### src/rtl/pipeline_pkg.sv
// ============================================================================
// Package     : pipeline_pkg
// Description : Opcode constants, ALUControl / ImmSrc / ResultSrc / Forward
//               encodings, the decoded control bundle, and hazard/forward helpers
//               shared by the five-stage pipeline controller.
// Revision    : 1.0 - initial release
// ============================================================================
`default_nettype none

package pipeline_pkg;

  // Opcodes (InstrD[6:0])
  localparam logic [6:0] OP_LW    = 7'b0000011;
  localparam logic [6:0] OP_SW    = 7'b0100011;
  localparam logic [6:0] OP_RTYPE = 7'b0110011;
  localparam logic [6:0] OP_IALU  = 7'b0010011;
  localparam logic [6:0] OP_BEQ   = 7'b1100011;
  localparam logic [6:0] OP_JAL   = 7'b1101111;

  // ALUControl encodings
  localparam logic [2:0] ALU_ADD = 3'b000;
  localparam logic [2:0] ALU_SUB = 3'b001;
  localparam logic [2:0] ALU_AND = 3'b010;
  localparam logic [2:0] ALU_OR  = 3'b011;
  localparam logic [2:0] ALU_SLT = 3'b101;

  // Immediate format selects
  localparam logic [1:0] IMM_I = 2'b00;
  localparam logic [1:0] IMM_S = 2'b01;
  localparam logic [1:0] IMM_B = 2'b10;
  localparam logic [1:0] IMM_J = 2'b11;

  // Writeback result selects
  localparam logic [1:0] RES_ALU = 2'b00;
  localparam logic [1:0] RES_MEM = 2'b01;
  localparam logic [1:0] RES_PC4 = 2'b10;

  // Operand forwarding selects
  localparam logic [1:0] FWD_RF = 2'b00;
  localparam logic [1:0] FWD_W  = 2'b01;
  localparam logic [1:0] FWD_M  = 2'b10;

  // Decode-stage control bundle
  typedef struct packed {
    logic       reg_write;
    logic [1:0] result_src;
    logic       mem_write;
    logic       jump;
    logic       branch;
    logic [2:0] alu_control;
    logic       alu_src;
    logic [1:0] imm_src;
  } ctrl_t;

  localparam ctrl_t CTRL_NOP = '0;

  // Forward select for one source operand; the younger (M) producer wins, x0 never forwards.
  function automatic logic [1:0] fwd_select(input logic [4:0] rs,
                                            input logic [4:0] rd_m, input logic we_m,
                                            input logic [4:0] rd_w, input logic we_w);
    if (we_m && (rd_m != 5'd0) && (rd_m == rs))
      return FWD_M;
    else if (we_w && (rd_w != 5'd0) && (rd_w == rs))
      return FWD_W;
    else
      return FWD_RF;
  endfunction

  // True when a decode-stage source is still being produced by any in-flight writer.
  function automatic logic reg_hazard(input logic [4:0] rs,
                                      input logic [4:0] rd_e, input logic we_e,
                                      input logic [4:0] rd_m, input logic we_m,
                                      input logic [4:0] rd_w, input logic we_w);
    return (rs != 5'd0) &&
           ((we_e && (rd_e == rs)) || (we_m && (rd_m == rs)) || (we_w && (rd_w == rs)));
  endfunction

endpackage

`default_nettype wire

### src/rtl/pipeline_controller_control_decoder.sv
// ============================================================================
// Module      : control_decoder
// Description : Purely combinational Decode-stage control decoder. Unknown
//               opcodes produce an all-zero control bundle.
// Revision    : 1.0 - initial release
// ============================================================================
`default_nettype none

module control_decoder
  import pipeline_pkg::*;
(
  input  logic [6:0] op,
  input  logic [2:0] funct3,
  input  logic       funct7,
  output ctrl_t      ctrl
);

  logic [2:0] alu_fn;

  // ALU operation for R-type / I-ALU; subtraction only for R-type funct3=000 with funct7 set
  always_comb begin
    alu_fn = ALU_ADD;
    case (funct3)
      3'b000:  alu_fn = ((op == OP_RTYPE) && funct7) ? ALU_SUB : ALU_ADD;
      3'b010:  alu_fn = ALU_SLT;
      3'b110:  alu_fn = ALU_OR;
      3'b111:  alu_fn = ALU_AND;
      default: alu_fn = ALU_ADD;
    endcase
  end

  // Opcode to control mapping; anything unrecognised stays a bubble
  always_comb begin
    ctrl = CTRL_NOP;
    case (op)
      OP_LW: begin
        ctrl.reg_write  = 1'b1;
        ctrl.alu_src    = 1'b1;
        ctrl.result_src = RES_MEM;
        ctrl.imm_src    = IMM_I;
      end
      OP_SW: begin
        ctrl.mem_write = 1'b1;
        ctrl.alu_src   = 1'b1;
        ctrl.imm_src   = IMM_S;
      end
      OP_RTYPE: begin
        ctrl.reg_write   = 1'b1;
        ctrl.alu_control = alu_fn;
      end
      OP_IALU: begin
        ctrl.reg_write   = 1'b1;
        ctrl.alu_src     = 1'b1;
        ctrl.imm_src     = IMM_I;
        ctrl.alu_control = alu_fn;
      end
      OP_BEQ: begin
        ctrl.branch      = 1'b1;
        ctrl.imm_src     = IMM_B;
        ctrl.alu_control = ALU_SUB;
      end
      OP_JAL: begin
        ctrl.reg_write  = 1'b1;
        ctrl.jump       = 1'b1;
        ctrl.imm_src    = IMM_J;
        ctrl.result_src = RES_PC4;
      end
      default: ctrl = CTRL_NOP;
    endcase
  end

endmodule

`default_nettype wire

### src/rtl/pipeline_controller.sv
// ============================================================================
// Module      : pipeline_controller
// Description : Five-stage pipeline control: decode, D->E->M->W control
//               registers, branch/jump redirect, load-use / RAW hazard stalls
//               and operand forwarding selects.
//               Macro PIPELINE_FORWARDING_EN: defined -> M/W forwarding with
//               load-use stalls only; undefined -> no forwarding, stall on
//               any in-flight producer until it retires.
// Revision    : 1.0 - initial release
// ============================================================================
`default_nettype none

module pipeline_controller
  import pipeline_pkg::*;
(
  input  logic       CLK,
  input  logic       RESET,
  input  logic [6:0] OP,
  input  logic [2:0] funct3,
  input  logic       funct7,
  input  logic [4:0] Rs1D,
  input  logic [4:0] Rs2D,
  input  logic [4:0] RdD,
  input  logic       ZeroE,
  output logic [1:0] ImmSrcD,
  output logic       ALUSrcE,
  output logic [2:0] ALUControlE,
  output logic       PCSrcE,
  output logic       MemWriteM,
  output logic       RegWriteW,
  output logic [1:0] ResultSrcW,
  output logic       StallF,
  output logic       StallD,
  output logic       FlushD,
  output logic       FlushE,
  output logic [1:0] ForwardAE,
  output logic [1:0] ForwardBE
);

  ctrl_t ctrl_d;

  // Execute-stage registers
  logic       reg_write_e;
  logic [1:0] result_src_e;
  logic       mem_write_e;
  logic       jump_e;
  logic       branch_e;
  logic [2:0] alu_control_e;
  logic       alu_src_e;
  logic [4:0] rs1_e;
  logic [4:0] rs2_e;
  logic [4:0] rd_e;

  // Memory-stage registers
  logic       reg_write_m;
  logic [1:0] result_src_m;
  logic       mem_write_m;
  logic [4:0] rd_m;

  // Writeback-stage registers
  logic       reg_write_w;
  logic [1:0] result_src_w;
  logic [4:0] rd_w;

  logic       stall_req;
  logic       redirect;

  control_decoder u_decoder (
    .op     (OP),
    .funct3 (funct3),
    .funct7 (funct7),
    .ctrl   (ctrl_d)
  );

  // D->E register; a flush or reset loads a bubble so nothing younger can commit
  always_ff @(posedge CLK) begin
    if (RESET || FlushE) begin
      reg_write_e   <= 1'b0;
      result_src_e  <= RES_ALU;
      mem_write_e   <= 1'b0;
      jump_e        <= 1'b0;
      branch_e      <= 1'b0;
      alu_control_e <= ALU_ADD;
      alu_src_e     <= 1'b0;
      rs1_e         <= 5'd0;
      rs2_e         <= 5'd0;
      rd_e          <= 5'd0;
    end else begin
      reg_write_e   <= ctrl_d.reg_write;
      result_src_e  <= ctrl_d.result_src;
      mem_write_e   <= ctrl_d.mem_write;
      jump_e        <= ctrl_d.jump;
      branch_e      <= ctrl_d.branch;
      alu_control_e <= ctrl_d.alu_control;
      alu_src_e     <= ctrl_d.alu_src;
      rs1_e         <= Rs1D;
      rs2_e         <= Rs2D;
      rd_e          <= RdD;
    end
  end

  // E->M and M->W registers advance every cycle
  always_ff @(posedge CLK) begin
    if (RESET) begin
      reg_write_m  <= 1'b0;
      result_src_m <= RES_ALU;
      mem_write_m  <= 1'b0;
      rd_m         <= 5'd0;
      reg_write_w  <= 1'b0;
      result_src_w <= RES_ALU;
      rd_w         <= 5'd0;
    end else begin
      reg_write_m  <= reg_write_e;
      result_src_m <= result_src_e;
      mem_write_m  <= mem_write_e;
      rd_m         <= rd_e;
      reg_write_w  <= reg_write_m;
      result_src_w <= result_src_m;
      rd_w         <= rd_m;
    end
  end

`ifdef PIPELINE_FORWARDING_EN
  // Load-use: the loaded value is not available to forward until W
  always_comb begin
    stall_req = (result_src_e == RES_MEM) && (rd_e != 5'd0) &&
                ((rd_e == Rs1D) || (rd_e == Rs2D));
    ForwardAE = fwd_select(rs1_e, rd_m, reg_write_m, rd_w, reg_write_w);
    ForwardBE = fwd_select(rs2_e, rd_m, reg_write_m, rd_w, reg_write_w);
  end
`else
  // Source registers in E only matter for forwarding, which this build lacks
  logic unused_rs_e;
  assign unused_rs_e = ^{rs1_e, rs2_e};

  // Without forwarding, hold D until every pending writer of a source has retired
  always_comb begin
    stall_req = reg_hazard(Rs1D, rd_e, reg_write_e, rd_m, reg_write_m, rd_w, reg_write_w) ||
                reg_hazard(Rs2D, rd_e, reg_write_e, rd_m, reg_write_m, rd_w, reg_write_w);
    ForwardAE = FWD_RF;
    ForwardBE = FWD_RF;
  end
`endif

  // Redirect resolution and hazard outputs; a taken redirect overrides any stall
  always_comb begin
    redirect = (branch_e & ZeroE) | jump_e;
    PCSrcE   = redirect;
    StallF   = stall_req & ~redirect;
    StallD   = stall_req & ~redirect;
    FlushD   = redirect;
    FlushE   = stall_req | redirect;
  end

  assign ImmSrcD     = ctrl_d.imm_src;
  assign ALUSrcE     = alu_src_e;
  assign ALUControlE = alu_control_e;
  assign MemWriteM   = mem_write_m;
  assign RegWriteW   = reg_write_w;
  assign ResultSrcW  = result_src_w;

endmodule

`default_nettype wire
### config.mk
export PLATFORM = sky130hd
export DESIGN_NAME = pipeline_controller
export DESIGN_NICKNAME = d
export VERILOG_FILES = /design/src/rtl/pipeline_pkg.sv /design/src/rtl/pipeline_controller_control_decoder.sv /design/src/rtl/pipeline_controller.sv
export SDC_FILE = /design/constraint.sdc
export NUM_CORES = 1
export LEC_CHECK = 0
export BUFFER_PORTS_ARGS = -buffer_cell sky130_fd_sc_hd__buf_2
export CAP_MARGIN = 0
export CORE_MARGIN = 2
export CORE_UTILIZATION = 35
export DETAILED_ROUTE_END_ITERATION = 12
export PLACE_DENSITY_LB_ADDON = 0.08
export SLEW_MARGIN = 20
export SYNTH_ARGS = -nofsm -noshare
export SYNTH_HDL_FRONTEND = slang
export SYNTH_SLANG_ARGS = --single-unit
### constraint.sdc
create_clock -name CLK -period 2.2 [get_ports CLK]
set_clock_uncertainty 0.05 [all_clocks]
set_input_delay 0.44 -clock CLK [delete_from_list [all_inputs] [get_ports CLK]]
set_output_delay 0.44 -clock CLK [all_outputs]
set_load 0.03 [all_outputs]
==> results.yml, run 1 <==
grt:
  track_usage_pct: 15.8
  grt_max_degree: 20
  antenna_found_initial: 0
  grt_pass1_wl_mm: 5.26
  grt_pass1_vias: 1171
  grt_overflow: 0
setup_path:
  crit_path_max_fanout: 4
  worstSetupPathType: "primary input to primary output"
  cp_num_buf_inv: 3
  cp_top_family: "buffers and inverters"
  cp-start-kind: "primary input"
  reg2regPathDepth: 7
  reg2reg_slack_ns: 0.34
  cp_slowest_cell: "a221o_1"
  cp_slowest_stage_delay_ns: 0.32
  rr_startpoint: "rd_m[0]$_SDFF_PP0_"
  endpoint_kind: "primary output"
  cp.required_ns: 1.71
  r2r_end: "result_src_e[0]$_SDFF_PP0_"
  arrival_ns: 1.74
  worstPathCellList: "buf_2, buf_4, xnor2_1, nand4_1, o22ai_1, a221o_1, or2_4, buf_6"
yosys:
  yosys_warnings: 0
  yosysTopAreaCellShare_pct: 43.9
  ys_ff_latch: 31
  async_reset_ff_share_pct: 0
  synth_edf_count: 0
  syn-instance-count: 154
  synth_area_per_cell_um2: 9.19
  ys_seq_area_share_pct: 43.9
  netlist_top_cells_area: "dfxtp_1, xnor2_1, nor2b_1"
  yosysTopAreaCell: "dfxtp_1"
  syn_area_mm2: 0.00142
  synthFlopType: "dfxtp_1"
  synth.distinct_cells: 29
die:
  die_w_um: 67.6
  die_h_um: 67.6
  core-area_mm2: 0.00394
  dieArea_mm2: 0.00457
  initial_core_util_pct: 35.9
  rows: 23
  pin_count: 48
drt:
  drc: 0
  dr.pass1.iters: 4
  drt_iter0_drc: 59
  routedWlPerCell_um: 12.4
  ant_nets: 0
  totalWireLength_mm: 3.17
  num_vias: 1161
  vias_per_cell: 4.55
sta:
  hold_violations: 0
  fmax_mhz: 448
  min_period_ns: 2.23
  slew_violations: 0
  rsz0062_at_grt: "true"
  tns_ns: -0.0388
  timing.final.crit_share_pct: 101
  fin_ws_ns: -0.0312
  setup_viol: 3
finish:
  drive_gt1_share_pct: 38.0
  final_core_utilization_pct: 48.2
  n_antenna_cell: 0
  fin_nets: 233
  final_cells: 255
  area_growth_pct: 34.3
clock_tree:
  cts_buffer_depth: 2
  clock_sinks: 31
  path_clk_slew_ns: 0.06
  cts_tree: "built"
  cts_max_level: 2
  clk_latency_ns: 0.28
  root_buffer: "clkbuf_8"
  cts_made_buffers: 5
run_status:
  status: "finished with violations"
  violations: "negative setup slack"
power_and_ir_drop:
  intPower_w: 0.00101
  clkPwrFrac_pct: 43.5
  comb_power_share_pct: 11.6
  p_leak_nw: 0.809
  power_density_mw_per_mm2: 689
  power.switching_w: 0.000295
  power_frac_seq_pct: 44.9
  ir_drop_mv: 0.293
  power_switching_share_pct: 22.5
worst_hold_path:
  hp-start: "RdD[0]"
  whs_path_depth: 3
  hold_path.class: "primary input to flip-flop"
  hold_end: "rd_e[0]$_SDFF_PP0_"
run:
  cap_violations: 0
placement:
  numPortBuffers: 43
  gp_congestion: 0.817
  place_inst: 246
  place_hpwl_mm: 2.42
[through the flow]
stage	setup WS, ns	instance area (um^2)	power, W	hold slack (ns)
2_1_floorplan	0.0432	1430	0.000679	0.364
3_3_place_gp	-0.109	1680	0.000739	0.368
3_5_place_dp	-0.149	1680	0.000740	0.376
4_1_cts	-0.0332	1890	0.00133	0.301
5_1_grt	-0.103	1900	0.00136	0.311
6_report	-0.0312	1900	0.00131	0.313
[worst reg2reg max path, cell delays in order (launching register included)]
cell	delay (ns)
dfxtp_4	0.36
xnor2_2	0.14
nand4_1	0.11
o32ai_2	0.09
a221o_1	0.35
buf_4	0.15
buf_4	0.17
nor4_1	0.33
[worst max-delay path by stage]
| stage | startpoint | to | slack, ns | cells after the start |
|---|---|---|---|---|
| global route | rd_m[0]$_SDFF_PP0_ | StallF | -0.10 | 6 |
| finish | Rs1D[1] | FlushE | -0.03 | 8 |
| global placement | Rs1D[0] | FlushE | -0.11 | 7 |
| CTS | rd_e[0]$_SDFF_PP0_ | FlushE | -0.03 | 6 |
| detailed placement | Rs2D[0] | FlushE | -0.15 | 7 |
| floorplan | Rs1D[0] | StallF | 0.04 | 6 |
[placed cells by master, fill, tap and decap left out, types with 3 or more instances in the layout]
master     n
buf_6      4
buf_4      7
nor2_1    13
nor3_1     5
nand4_1    7
nand3_1    3
xnor2_1   22
dfxtp_1   21
dfxtp_2    8
clkbuf_8   6
inv_1      4
conb_1     4
xnor2_2    4
nand2_1   11
buf_2     39
nor2b_1   16
xor2_1     4
nand2b_1   3
[cell families (layout without fill, tap and decap cells)]
kind of cell	after synthesis	in the layout	synth area share, %
compound gates	12	12	6.19
xor+xnor	30	30	18.6
buf+inv	14	62	6.37
flops	31	31	43.9
other cells	1	4	0.265
simple gates	66	66	24.8
[layer usage]
layer  routed length, um  global-route usage [%]  up-vias
li1                    -                       -      602
met1                1430                    18.3      518
met2                1500                    26.7       35
met3                 183                    5.17        6
met4                  61                    6.12        0
met5                   0                       0        -
[synthesized netlist by cell type (2+ instances only)]
cell / instances
a211oi_1: 2
nand2_1: 11
a211o_1: 2
buf_4: 8
inv_1: 4
dfxtp_1: 31
nand3_1: 3
nand4_1: 7
nor3_1: 7
o21ai_0: 2
nor2_1: 13
nor2b_1: 16
xor2_1: 4
nand2b_1: 3
o32ai_1: 2
xnor2_1: 26
[power by group through the flow]
stage	sequential (W)	clock [W]	combinational [W]
final	0.000587	0.000569	0.000152
after global routing	0.000589	0.000604	0.000168
after CTS	0.000587	0.000587	0.000152
after detailed placement	0.000599	0	0.000141
after global placement	0.000599	0	0.000140
after floorplan	0.000596	0	0.0000830
[state kept, by name, indices dropped and copies added (netlist names)]
register,flops
result_src_e,2
rd_w,5
reg_write_m,1
MemWriteM,1
reg_write_e,1
mem_write_e,1
branch_e,1
result_src_m,2
ALUSrcE,1
ALUControlE,3
ResultSrcW,2
rd_e,5
rd_m,5
RegWriteW,1
[layout make-up]
cell class              instances  area [um^2]
flip-flops and latches         31          638
fillers                       395         2040
inverters                       4         15.0
clock buffers                   6         82.6
multi-input cells             112          774
well taps                      50         62.6
clock inverters                 2         35.0
repair buffers                 50          293
[timing repair]
item                                   CTS  global route
pin swaps                                6             1
endpoints found under the hold margin    0             0
resized for setup                       29             1
hold buffers                             0             0
setup endpoints to repair                3             3
buffers inserted                         1             0
Power figures use the tool's default switching activity.
==> run 2, diff against run 1 <==
- ABC_AREA: default -> 1
- clock period: 2.2 -> 2.4 ns (I/O delays scaled with it)
==> results.yml, run 2 <==
run_status:
  status: "finished, final reports clean"
finish:
  regArea_um2: 622
  final_cell_mix: "nand2_1, nor2_1, buf_2"
  fin_nets: 331
  area_growth_pct: 19.1
  n_fill_cell: 512
  multi_input_area_um2: 841
  top_regs: "rd_e (5), rd_m (5), rd_w (5)"
  finalInstanceArea_mm2: 0.00205
  n_antenna_cell: 0
  drive_gt1_share_pct: 29.4
  final_common_cell: "nand2_1"
yosys:
  async_reset_ff_share_pct: 0
  ys_seq_area_share_pct: 36.1
  synth_area_per_cell_um2: 6.61
  yosysMostFrequentCell: "nand2_1"
  yosysTopAreaCell: "dfxtp_1"
  syn-instance-count: 260
  yosys_warnings: 0
  yosysTopAreaCellShare_pct: 36.1
  synth.distinct_cells: 24
  ys_ff_latch: 31
  yosys-top-cells-count: "nand2_1, nor2_1, inv_1"
  synthFlopType: "dfxtp_1"
  synth_edf_count: 0
  syn_area_mm2: 0.00172
  netlist_top_cells_area: "dfxtp_1, nand2_1, nor2_1"
setup_path:
  cp.required_ns: 1.87
  endpoint_kind: "primary output"
  worstSetupPathType: "flip-flop to primary output"
  arrival_ns: 1.66
  cp-start-kind: "flip-flop"
  crit_path_max_fanout: 3
placement:
  gp_congestion: 0.890
  placedInstanceArea_mm2: 0.00194
  detailedPlace.worstSlack_ns: 0.242
  numPortBuffers: 43
  place_hpwl_mm: 2.95
sta:
  hold_violations: 0
  fmax_mhz: 457
  fin_ws_ns: 0.211
  tns_ns: 0
  slew_violations: 0
  setup_viol: 0
  rsz0062_at_grt: "false"
  timing.final.crit_share_pct: 91.2
  min_period_ns: 2.19
drt:
  totalWireLength_mm: 3.75
  vias_per_cell: 4.14
  num_vias: 1531
  dr.pass1.iters: 4
  ant_nets: 0
  routedWlPerCell_um: 10.1
  drt_iter0_drc: 80
  drc: 0
clock_tree:
  cts_buffer_depth: 2
  clock_sinks: 31
  cts_tree: "built"
  root_buffer: "clkbuf_8"
  path_clk_slew_ns: 0.07
  postCtsHoldBufs: 0
  clk_latency_ns: 0.28
  cts_made_buffers: 5
  cts_max_level: 2
grt:
  track_usage_pct: 15.7
  grt_pass1_wl_mm: 6.37
  antenna_found_initial: 0
  grt_pass1_vias: 1375
  grt_max_degree: 19
  grt_overflow: 0
die:
  die_w_um: 74.1
  rows: 25
  pin_count: 48
  dieArea_mm2: 0.00548
  core-area_mm2: 0.00472
  initial_core_util_pct: 36.4
  die_h_um: 74.1
power_and_ir_drop:
  ir_drop_mv: 0.265
  power_density_mw_per_mm2: 560
  p_leak_nw: 1.03
run:
  cap_violations: 0
worst_hold_path:
  hold_path.class: "flip-flop to flip-flop"
-- run 2: critical path, stage by stage, from the launching register on --
cell	delay [ns]
dfxtp_1	0.39
inv_1	0.07
nand2_1	0.06
nand2_1	0.04
nor2_1	0.16
nand3_2	0.08
nand3_1	0.08
nand2_2	0.08
nand2_1	0.06
inv_1	0.05
nor2_1	0.09
buf_2	0.21
-- run 2: power breakdown --
part	total [W]	switching [W]	internal, W
sequential	0.000535	0.00000916	0.000526
clock	0.000463	0.000202	0.000261
combinational	0.000148	0.0000980	0.0000499
-- run 2: logic make-up (layout without fill, tap and decap cells) --
logic type | after synthesis | after routing | synth area share (%)
AOI/OAI and AO/OA | 14 | 14 | 4.30
buffers and inverters | 59 | 99 | 15.6
DFF | 31 | 31 | 36.1
other | 1 | 4 | 0.218
and+or+nand+nor | 155 | 155 | 43.8
-- run 2: per-layer routing --
| metal | up-vias | part of all wire, % | GRT usage [%] |
|---|---|---|---|
| li1 | 844 | - | - |
| met1 | 639 | 49 | 20.7 |
| met2 | 42 | 43 | 23.7 |
| met3 | 6 | 6.6 | 5.28 |
| met4 | 0 | 1.7 | 6.06 |
| met5 | - | 0 | 0 |
-- run 2: what timing repair did --
action                     4_1_cts  5_1_grt
resized for setup                0        1
buffers inserted                 0        0
setup endpoints to repair        0        2
-- run 2: area by class of cell --
| type | instances | area share, % |
|---|---|---|
| multi-input combinational | 173 | 41.1 |
| inverter | 48 | 8.81 |
| tap | 67 | 4.10 |
| clock inverter | 1 | 0.367 |
| sequential | 31 | 30.4 |
| clock buffer | 7 | 4.71 |
| timing repair buffer | 43 | 10.5 |
-- run 2: worst paths after layout --
check / start / cells after the start / slack (ns) / to
min reg2reg: result_src_m[0]$_SDFF_PP0_ / 2 / 0.35 / ResultSrcW[0]$_SDFF_PP0_
min: result_src_m[0]$_SDFF_PP0_ / 2 / 0.35 / ResultSrcW[0]$_SDFF_PP0_
max: rd_w[0]$_SDFF_PP0_ / 11 / 0.21 / StallF
max reg2reg: rd_m[1]$_SDFF_PP0_ / 8 / 0.75 / branch_e$_SDFF_PP0_
-- run 2: stage by stage --
| stage | utilization (%) | instances | power [W] | hold slack [ns] |
|---|---|---|---|---|
| after detailed placement | 41.1 | 362 | 0.000695 | 0.342 |
| after global routing | 43.3 | 370 | 0.00120 | 0.360 |
| after global placement | 41.1 | 362 | 0.000695 | 0.343 |
| after CTS | 43.3 | 370 | 0.00116 | 0.352 |
| final | 43.3 | 370 | 0.00115 | 0.350 |
| after floorplan | - | 263 | 0.000650 | 0.338 |
